### config.mk
export PLATFORM = sky130hd
export DESIGN_NAME = decoder
export DESIGN_NICKNAME = d
export VERILOG_FILES = /design/src/rtl/decoder_pkg.sv /design/src/rtl/decoder_viterbi_acs.sv /design/src/rtl/decoder.sv
export SDC_FILE = /design/constraint.sdc
export NUM_CORES = 1
export LEC_CHECK = 0
export CAP_MARGIN = 20
export CORE_ASPECT_RATIO = 2
export CORE_MARGIN = 10
export CORE_UTILIZATION = 50
export CTS_BUF_LIST = sky130_fd_sc_hd__clkbuf_8
export CTS_CLUSTER_DIAMETER = 80
export DETAILED_ROUTE_END_ITERATION = 16
export PLACE_DENSITY_LB_ADDON = 0.2
export SLEW_MARGIN = 20
export SYNTH_ARGS = -nofsm -noshare
export SYNTH_HDL_FRONTEND = slang
export SYNTH_SLANG_ARGS = --single-unit
### constraint.sdc
create_clock -name clk -period 11.57 [get_ports clk]
set_clock_uncertainty 0.05 [all_clocks]
set_input_delay 2.314 -clock clk [delete_from_list [all_inputs] [get_ports clk]]
set_output_delay 2.314 -clock clk [all_outputs]
set_load 0.01 [all_outputs]
### src/rtl/decoder_pkg.sv
// Shared constants and the code-symbol function for the K=3, rate-1/2 Viterbi decoder and its encoder.
package decoder_pkg;

    localparam int K = 3;
    localparam int NSTATES = 1 << (K - 1);
    localparam logic [K-1:0] G1 = 3'b111;
    localparam logic [K-1:0] G0 = 3'b101;
    localparam int METRIC_W = 6;
    localparam logic [METRIC_W-1:0] INIT_METRIC = 6'd16;

    // Symbol {c1,c0} emitted when bit u enters an encoder whose state is {s1,s0}.
    function automatic logic [1:0] expected_symbol(input logic [1:0] state, input logic u);
        logic [K-1:0] window;
        window = {u, state};
        return {^(window & G1), ^(window & G0)};
    endfunction

endpackage

### src/rtl/decoder_viterbi_acs.sv
// Add-compare-select for one trellis state: picks the cheaper of its two incoming branches.
module viterbi_acs
    import decoder_pkg::*;
(
    input  logic [METRIC_W-1:0] pm0_i,
    input  logic [METRIC_W-1:0] pm1_i,
    input  logic [1:0]          sym0_i,
    input  logic [1:0]          sym1_i,
    input  logic [1:0]          rx_i,
    output logic [METRIC_W:0]   metric_o,
    output logic                decision_o
);

    logic [1:0]        diff0;
    logic [1:0]        diff1;
    logic [METRIC_W:0] sum0;
    logic [METRIC_W:0] sum1;

    // Decision 1 means the s0=1 predecessor won; ties fall to the s0=0 predecessor.
    always_comb begin
        diff0      = rx_i ^ sym0_i;
        diff1      = rx_i ^ sym1_i;
        sum0       = {1'b0, pm0_i} + (METRIC_W + 1)'(diff0[1]) + (METRIC_W + 1)'(diff0[0]);
        sum1       = {1'b0, pm1_i} + (METRIC_W + 1)'(diff1[1]) + (METRIC_W + 1)'(diff1[0]);
        decision_o = (sum1 < sum0);
        metric_o   = decision_o ? sum1 : sum0;
    end

endmodule

### src/rtl/decoder.sv
// Hard-decision Viterbi decoder for the K=3 (7,5) code using register-exchange survivors.
module decoder
    import decoder_pkg::*;
#(
    parameter int TB_DEPTH = 32
) (
    input  logic       clk,
    input  logic       rst,
    input  logic       enable,
    input  logic [1:0] d_in,
    output logic       d_out
);

    localparam int CNT_W = $clog2(TB_DEPTH + 1);

    logic [METRIC_W-1:0] metric_q [NSTATES];
    logic [METRIC_W-1:0] metric_d [NSTATES];
    logic [TB_DEPTH-1:0] surv_q   [NSTATES];
    logic [TB_DEPTH-1:0] surv_d   [NSTATES];
    logic [CNT_W-1:0]    count_q;
    logic                d_out_q;

    logic [METRIC_W:0]   acsMetric [NSTATES];
    logic [NSTATES-1:0]  acsDecision;
    logic [NSTATES-1:0]  outBit;
    logic [METRIC_W:0]   minMetric;
    logic [1:0]          bestState;

    // State n={u,s1} is reached from {s1,0} and {s1,1}; the new bit u is n[1].
    for (genvar n = 0; n < NSTATES; n++) begin : g_acs
        localparam logic [1:0] NS = 2'(n);
        localparam logic [1:0] P0 = {NS[0], 1'b0};
        localparam logic [1:0] P1 = {NS[0], 1'b1};

        viterbi_acs u_acs (
            .pm0_i      (metric_q[P0]),
            .pm1_i      (metric_q[P1]),
            .sym0_i     (expected_symbol(P0, NS[1])),
            .sym1_i     (expected_symbol(P1, NS[1])),
            .rx_i       (d_in),
            .metric_o   (acsMetric[n]),
            .decision_o (acsDecision[n])
        );

        assign surv_d[n] = acsDecision[n] ? {surv_q[P1][TB_DEPTH-2:0], NS[1]}
                                          : {surv_q[P0][TB_DEPTH-2:0], NS[1]};
        assign outBit[n] = acsDecision[n] ? surv_q[P1][TB_DEPTH-1] : surv_q[P0][TB_DEPTH-1];
    end

    always_comb begin
        minMetric = acsMetric[0];
        bestState = 2'd0;
        for (int s = 1; s < NSTATES; s++) begin
            if (acsMetric[s] < minMetric) begin
                minMetric = acsMetric[s];
                bestState = 2'(s);
            end
        end
    end

    // Rebasing on the minimum keeps metrics small enough to never overflow.
    always_comb begin
        for (int s = 0; s < NSTATES; s++) begin
            metric_d[s] = METRIC_W'(acsMetric[s] - minMetric);
        end
    end

    always_ff @(posedge clk or negedge rst) begin
        if (!rst) begin
            for (int s = 0; s < NSTATES; s++) begin
                metric_q[s] <= (s == 0) ? '0 : INIT_METRIC;
                surv_q[s]   <= '0;
            end
            count_q <= '0;
            d_out_q <= 1'b0;
        end else if (enable) begin
            for (int s = 0; s < NSTATES; s++) begin
                metric_q[s] <= metric_d[s];
                surv_q[s]   <= surv_d[s];
            end
            if (count_q == CNT_W'(TB_DEPTH)) begin
                d_out_q <= outBit[bestState];
            end else begin
                count_q <= count_q + 1'b1;
            end
        end
    end

    assign d_out = d_out_q;

endmodule

==> results of run 1 <==
## cells by family (layout without fill, tap and decap cells)
logic type | after synthesis | in the layout | synth area share
flops | 154 | 154 | 0.358
xor+xnor | 58 | 58 | 0.0478
fa+ha+maj | 69 | 69 | 0.0859
mux | 149 | 149 | 0.142
compound gates | 301 | 301 | 0.183
simple gates | 330 | 330 | 0.143
buf+inv | 111 | 132 | 0.0404
## per-layer routing
metal  up-vias  part of all wire
met1      4261              0.35
met5         -                 0
met2       164              0.55
met3       107             0.025
met4         0             0.079
li1       4201                 -
## placed cells by master, fill, tap and decap left out, drive strengths merged, types with 6 or more instances in the layout
cell type,Yosys,layout
xnor2,31,31
mux2,16,16
maj3,6,6
or2,7,7
nor2b,6,6
nor3,15,15
inv,50,53
ha,53,53
a211o,6,6
xor2,27,27
mux2i,133,133
and3,7,7
nor4,9,9
o21a,17,17
nand3,42,42
dfrtp,151,151
o211ai,6,6
clkinv,1,7
o31ai,14,14
clkbuf,35,19
o21ai,32,32
buf,25,46
a21oi,161,161
nand2,50,50
a31oi,15,15
fa,10,10
nor2,168,168
or3,7,7
## critical path, delay by kind of cell
family	cells	cell delay, ns
and+or+nand+nor	10	2.01
AOI/OAI and AO/OA	14	2.63
muxes	2	0.55
adders and majority gates	9	2.66
buffers and inverters	6	1.16
## state kept, by name (all words and copies together) (netlist names)
signal and flops:
surv_q 123, metric_q 24, d_out 1, count_q 6
## metrics by stage
stage	TNS [ns]	utilization	cells	hold slack, ns	instance area, um^2
3_5_place_dp	-0.0564	0.527	1435	0.410	11300
3_3_place_gp	0	0.527	1435	0.405	11300
6_report	0	0.546	1466	0.423	11700
2_1_floorplan	0	-	1172	0.389	10800
4_1_cts	0	0.545	1466	0.427	11700
5_1_grt	-0.0107	0.546	1466	0.453	11700
## worst paths after layout
path                       depth (start not counted)  slack, ns           to        start
hold / removal                                     1       0.42   count_q[5]   count_q[5]
setup reg to reg                                  44       2.71  metric_q[5]  metric_q[0]
max in group asynchronous                          2       8.17   surv_q[28]          rst
min in group asynchronous                          1       1.85   surv_q[99]          rst
hold reg to reg                                    1       0.42   count_q[5]   count_q[5]
setup / recovery                                  41       0.55  metric_q[5]      d_in[0]
## timing repair
item / CTS / global route
resized for setup: 0 / 6
buffers inserted: 0 / 0
endpoints found under the setup margin: 0 / 12
## cell type report
class                      count  area (um^2)
multi-input combinational    907         6510
timing repair buffer          50          393
fill                        1976         9710
clock buffer                  18          248
inverter                      51          191
tap                          273          342
sequential                   154         3860
clock inverter                13          143
==> impl_metrics.tcl, run 1 <==
set metrics [dict create \
    route.vias.total 8733 \
    synth_cell_types 92 \
    ioPinCount 6 \
    postSynthCellCount 1172 \
    synth_top_area_cell "dfrtp_1" \
    grt_start_max_net_pins 113 \
    slowest_stage "clkdlybuf4s50_1" \
    critPathLaunchType "input pin" \
    crit_type "in2reg" \
    cts_root_buf "clkbuf_8" \
    dp_slack_ns -0.0564 \
    dieWidth_um 124 \
    grt_pass1_vias 8951 \
    ys_seq_elements 154 \
    setup_viol 0 \
    cp_common_cell "ha_1" \
    status "completed" \
    synthArstFlopShare 1.00 \
    clkLatencyLatePin_ns 0.48 \
    grt_overflow 0 \
    maxCapViolCount 0 \
    slowest_delay_ns 0.57 \
    synth.area.top_cells "dfrtp_1, mux2i_1, a21oi_1" \
    rows 76 \
    n_antenna_cell 0 \
    drt_pre_antenna_iters 4 \
    met2_usage 0.398 \
    yosysSeqAreaShare 0.358 \
    cts_tree "done" \
    met1_usage 0.204 \
    layout_setup_ws_ns 0.555 \
    end_kind "flop" \
    tightest_slew_ns 1.01 \
    hpwl_um 21900 \
    routed_wl_um 29700 \
    ant_nets 0 \
    final-hold-violation-count 0 \
    syn_nets 1240 \
    syn_avg_cell_area_um2 9.19 \
    finalCriticalPeriod_ns 11.02 \
    netlist_area_um2 10800 \
    path_max_fanout 6 \
    ys.flop_type "dfrtp_1" \
    cts-buffers-inserted 17 \
    wl_per_cell_um 20.2 \
    gp_congestion 1.03 \
    layout-drive-gt1-share 0.122 \
    yosys_warnings 0 \
    clk_pin_slew_ns 0.09 \
    required_ns 11.92 \
    cts_sinks 154 \
    yosys.area.top_type_share 0.351 \
    yosysMostFrequentCell "nor2_1" \
    die_h_um 228 \
    gr-usage-all-layers 0.218 \
    maxSlewViolCount 0 \
    drtIter0Drc 477 \
    layout.nets 1249 \
    cts.path.max_buffers 2 \
    vias_per_cell 5.96 \
    grt_util_met3 0.0398 \
    slew_headroom 0.328 \
    synth_common_cells "nor2_1, a21oi_1, dfrtp_1" \
    antenna_found_initial 0 \
    initial_core_util 0.504 \
    hold_path.class "reg2reg" \
    grt_pass1_wl_um 47000 \
    grt-busiest-layer "met2" \
    cts_hold_buffers 0 \
    coreArea_um2 21400 \
    period_share 0.952 \
    io_buffer_count 5 \
    remaining_drc_errors 0 \
    synth_edf_count 0 \
    htreeDepth 4 \
    dieArea_um2 28200 \
    syn_to_final_growth_pct 8.47 \
    cp.arrival_ns 11.36 \
    max_clock_freq_mhz 90.8 \
]
Power of run 1 is left out: the tool's default activity adds up to more than one toggle a clock period on the data nets, which glitch-free logic cannot reach.
==> run 2, diff against run 1 <==
--- a/config.mk
+++ b/config.mk
@@ -12,6 +12,7 @@
 export CTS_BUF_LIST = sky130_fd_sc_hd__clkbuf_8
 export CTS_CLUSTER_DIAMETER = 80
 export DETAILED_ROUTE_END_ITERATION = 16
+export GPL_TIMING_DRIVEN = 0
 export PLACE_DENSITY_LB_ADDON = 0.2
 export SLEW_MARGIN = 20
 export SYNTH_ARGS = -nofsm -noshare
==> run 2 against run 1 <==
Hold slack better by 0.0087 ns. Sequential cell count unchanged. Routed wire length up 4.5%. Global-route usage up 1.0 points. Critical endpoint is now metric_q[11]. Fmax down 1.1%. Non-clock buffer count up 27. Final cell count up 2.0%. Setup slack worse by 0.12 ns. First-iteration DRC count down 14%. Via count up 1.5%.
==> impl_metrics.tcl, run 2 (synthesis gave the netlist of run 1 again) <==
set metrics [dict create \
    clkLatencyLatePin_ns 0.48 \
    critPathBufInv 9 \
    maxCapViolCount 0 \
    end_kind "flop" \
    routed.top_layer "met4" \
    max_clock_freq_mhz 89.8 \
    largest-register "surv_q" \
    route.vias.total 8862 \
    required_ns 11.89 \
    cp_common_cell "ha_1" \
    tightest_slew_ns 1.18 \
    largest_reg_flops 123 \
    path_max_fanout 8 \
    drt_pre_antenna_iters 5 \
    layout.nets 1276 \
    final_cell_mix "nor2_1, a21oi_1, dfrtp_1, mux2i_1, ha_1" \
    setup_viol 0 \
    htreeDepth 4 \
    r2r_slack_ns 2.11 \
    layout-drive-gt1-share 0.112 \
    layout_setup_ws_ns 0.438 \
    period_share 0.962 \
    ant_nets 0 \
    drtIter0Drc 412 \
    dpl.cell_count 1451 \
    wl_per_cell_um 20.7 \
    routed_wl_um 31000 \
    io_buffer_count 4 \
    placed_area_um2 11200 \
    cts_sinks 154 \
    cp_top_family "simple AND/OR/NAND/NOR gates" \
    maxSlewViolCount 0 \
    coreArea_um2 21400 \
    ioPinCount 6 \
    dieArea_um2 28200 \
    vias_per_cell 5.93 \
    final_area_um2 11800 \
    critPathLaunchType "input pin" \
    grt_pass1_wl_um 49100 \
    gp_congestion 0.964 \
    cts_root_buf "clkbuf_8" \
    antenna_found_initial 1 \
    finalCriticalPeriod_ns 11.13 \
    wl_met2_um 17300 \
    status "completed" \
    grt_overflow 0 \
    die_h_um 228 \
    hpwl_um 24100 \
    gr-usage-all-layers 0.228 \
    remaining_drc_errors 0 \
    cts_tree "done" \
    wl_met3_um 764 \
    syn_to_final_growth_pct 9.23 \
    hold_path.class "reg2reg" \
    cp.arrival_ns 11.45 \
    cts.path.max_buffers 2 \
    layout.cells.most_common "nor2_1" \
    cts_hold_buffers 0 \
    crit_type "in2reg" \
    slowest_stage "fa_1" \
    slew_headroom 0.205 \
    rows 76 \
    top_regs "surv_q x123, metric_q x24, count_q x6" \
    dieWidth_um 124 \
    dp_slack_ns -2.15 \
    wl_met1_um 10300 \
    grt_start_max_net_pins 95 \
    clk_pin_slew_ns 0.09 \
    fin_cells 1495 \
    cts-buffers-inserted 17 \
    slowest_delay_ns 0.41 \
    initial_core_util 0.504 \
    grt_pass1_vias 9385 \
    final-hold-violation-count 0 \
]
-- run 2: changes by cell type in the layout (fill, tap and decap cells not counted), moves of 3 or more --
cell        change
buf_1          +15
clkinvlp_4      +3
clkbuf_1       +35
buf_4          -34
buf_2          +10
-- run 2: path summary, 6_finish.rpt --
kind | endpoint | startpoint | cells after the start
max in group asynchronous | surv_q[56] | rst | 3
max reg2reg | metric_q[11] | metric_q[12] | 44
min reg2reg | surv_q[0] | surv_q[0] | 1
min | surv_q[0] | surv_q[0] | 1
min in group asynchronous | metric_q[5] | rst | 1
max | metric_q[11] | d_in[1] | 46
-- run 2: stage by stage --
step,util,setup TNS [ns],hold WS (ns)
6_report,0.550,0,0.432
2_1_floorplan,-,0,0.389
3_3_place_gp,0.521,-40.56,0.404
5_1_grt,0.550,-0.0194,0.443
4_1_cts,0.547,0,0.431
3_5_place_dp,0.524,-41.42,0.409
-- run 2: area by class of cell --
class                      count  area, um^2
fill                        2045        9630
clock inverter                13        96.3
clock buffer                  19         262
timing repair buffer          17         175
multi-input combinational    907        6600
inverter                      51         195
buffer                        60         244
sequential                   154        3860
antenna                        1        2.50
tap                          273         342
-- run 2: worst reg2reg max path: cells and delay by family, from the launching register on --
kind | cells | cell delay, ns
buffers and inverters | 8 | 1.20
AND/OR/NAND/NOR | 13 | 2.23
flip-flops | 1 | 0.41
adder cells (fa/ha/maj) | 9 | 2.51
multiplexers | 2 | 0.61
AO/OA/AOI/OAI | 12 | 2.33
-- run 2: routing by layer --
| layer | vias up | global-route usage |
|---|---|---|
| met5 | - | 0 |
| li1 | 4248 | - |
| met3 | 115 | 0.0324 |
| met1 | 4321 | 0.206 |
| met2 | 178 | 0.429 |
| met4 | 0 | 0.186 |
-- run 2: what timing repair did --
action | in CTS | in global routing
setup endpoints to repair | 25 | 19
gates resized for setup | 20 | 14
pin swaps | 1 | 0
setup buffers | 8 | 3
Power of run 2 is left out for the same reason.
==> run 3, diff against run 2 <==
--- a/config.mk
+++ b/config.mk
@@ -7,7 +7,6 @@
 export LEC_CHECK = 0
 export CAP_MARGIN = 20
 export CORE_ASPECT_RATIO = 2
-export CORE_MARGIN = 10
 export CORE_UTILIZATION = 50
 export CTS_BUF_LIST = sky130_fd_sc_hd__clkbuf_8
 export CTS_CLUSTER_DIAMETER = 80
==> run 3 against run 2 <==
Cell area rose by 0.60%. Hold slack worse by 0.015 ns. Count of clock-buffer cells in the layout increased by 1. Die area fell by 21%. Largest cell class unchanged. Highest routed layer unchanged.
==> impl_metrics.tcl, run 3 (synthesis gave the netlist of run 1 again) <==
set metrics [dict create \
    status "completed" \
    cts_sinks 154 \
    grt_pass1_vias 9512 \
    ant_nets 0 \
    hold_depth 1 \
    layout.nets 1281 \
    path_max_fanout 10 \
    dieWidth_um 106 \
    slew_headroom 0.233 \
    n_antenna_cell 0 \
    clkLatencyLatePin_ns 0.47 \
    syn_to_final_growth_pct 9.88 \
    maxCapViolCount 0 \
    cp.arrival_ns 11.47 \
    initial_core_util 0.513 \
    slowest_delay_ns 0.57 \
    drt_pre_antenna_iters 5 \
    drtIter0Drc 336 \
    cts_tree "done" \
    grt_start_max_net_pins 98 \
    route.vias.total 8942 \
    worstSetupStartpoint "d_in[0]" \
    r2r-end "metric_q[5]" \
    period_share 0.962 \
    rows 75 \
    reg2reg_depth 42 \
    hpwl_um 23900 \
    coreArea_um2 21000 \
    die_h_um 210 \
    finalCriticalPeriod_ns 11.13 \
    setup_viol 0 \
    dieArea_um2 22200 \
    multi_input_area_um2 6590 \
    fin_tns_setup_ns 0 \
    maxSlewViolCount 0 \
    cp_common_cell "ha_1" \
    hp-start "count_q[5]" \
    grt_overflow 0 \
    cts-buffers-inserted 17 \
    io_buffer_count 4 \
    gp_congestion 0.988 \
    htreeDepth 4 \
    largest_reg_flops 123 \
    routed_wl_um 30800 \
    final-hold-violation-count 0 \
    tightest_slew_ns 1.14 \
    fillers 1959 \
    crit_type "in2reg" \
    gr-usage-all-layers 0.294 \
    vias_per_cell 5.98 \
    seqCellArea_um2 3860 \
    r2r_slack_ns 2.08 \
    cts_root_buf "clkbuf_8" \
    fin_cells 1495 \
    antenna_found_initial 0 \
    critPathLaunchType "input pin" \
    remaining_drc_errors 0 \
    top_regs "surv_q x123, metric_q x24, count_q x6" \
    end_kind "flop" \
    max_clock_freq_mhz 89.9 \
    hold_path_end "count_q[5]" \
    wl_per_cell_um 20.6 \
    required_ns 11.91 \
    final_cell_mix "nor2_1, a21oi_1, dfrtp_1, mux2i_1, ha_1" \
    slowest_stage "or4_1" \
    r2r-start "metric_q[12]" \
    layout.cells.most_common "nor2_1" \
    hold_path.class "reg2reg" \
    ioPinCount 6 \
    clk_pin_slew_ns 0.08 \
    dpl.cell_count 1447 \
    cts.path.max_buffers 2 \
    largest-register "surv_q" \
    layout-drive-gt1-share 0.117 \
    grt_pass1_wl_um 49100 \
]
run 3: cell type report:
type | count | area share
sequential | 154 | 0.326
buffer | 60 | 0.0209
inverter | 51 | 0.0168
multi-input combinational | 907 | 0.556
timing repair buffer | 22 | 0.0161
clock buffer | 20 | 0.0232
tap | 269 | 0.0284
clock inverter | 12 | 0.0123
run 3: worst max path at each step:
| stage | endpoint | slack (ns) | depth (start not counted) |
|---|---|---|---|
| 3_3_place_gp | metric_q[5] | -2.02 | 42 |
| 3_5_place_dp | metric_q[5] | -2.04 | 42 |
| 6_report | metric_q[5] | 0.44 | 42 |
| 2_1_floorplan | metric_q[5] | 0.96 | 42 |
| 4_1_cts | metric_q[5] | 0.007 | 42 |
| 5_1_grt | metric_q[5] | -0.02 | 44 |
run 3: metal layers:
layer | GRT usage | share of wire | wire length [um]
met1 | 0.271 | 0.33 | 10200
met2 | 0.565 | 0.56 | 17200
met3 | 0.0413 | 0.030 | 915
met4 | 0.221 | 0.078 | 2410
met5 | 0 | 0 | 0
run 3: what timing repair did:
| item | CTS | global route |
|---|---|---|
| gates resized for setup | 19 | 19 |
| hold buffers | 0 | 0 |
| setup buffers | 6 | 10 |
| pin swaps | 0 | 3 |
| setup endpoints to repair | 25 | 20 |
run 3: worst max-delay path: cells and delay by family:
family / cells / cell delay (ns)
adder cells (fa/ha/maj): 9 / 2.69
AND/OR/NAND/NOR: 10 / 2.16
AO/OA/AOI/OAI: 14 / 2.70
buffers and inverters: 7 / 1.02
multiplexers: 2 / 0.60
run 3: metrics by stage:
step | area (um^2) | setup WS [ns] | utilization | hold WS [ns]
after floorplan | 10800 | 0.959 | - | 0.389
after global placement | 11200 | -2.02 | 0.531 | 0.405
after detailed placement | 11200 | -2.04 | 0.532 | 0.407
after CTS | 11700 | 0.00702 | 0.557 | 0.426
after global routing | 11800 | -0.0224 | 0.563 | 0.453
final | 11800 | 0.445 | 0.563 | 0.417
Power of run 3 is left out for the same reason.
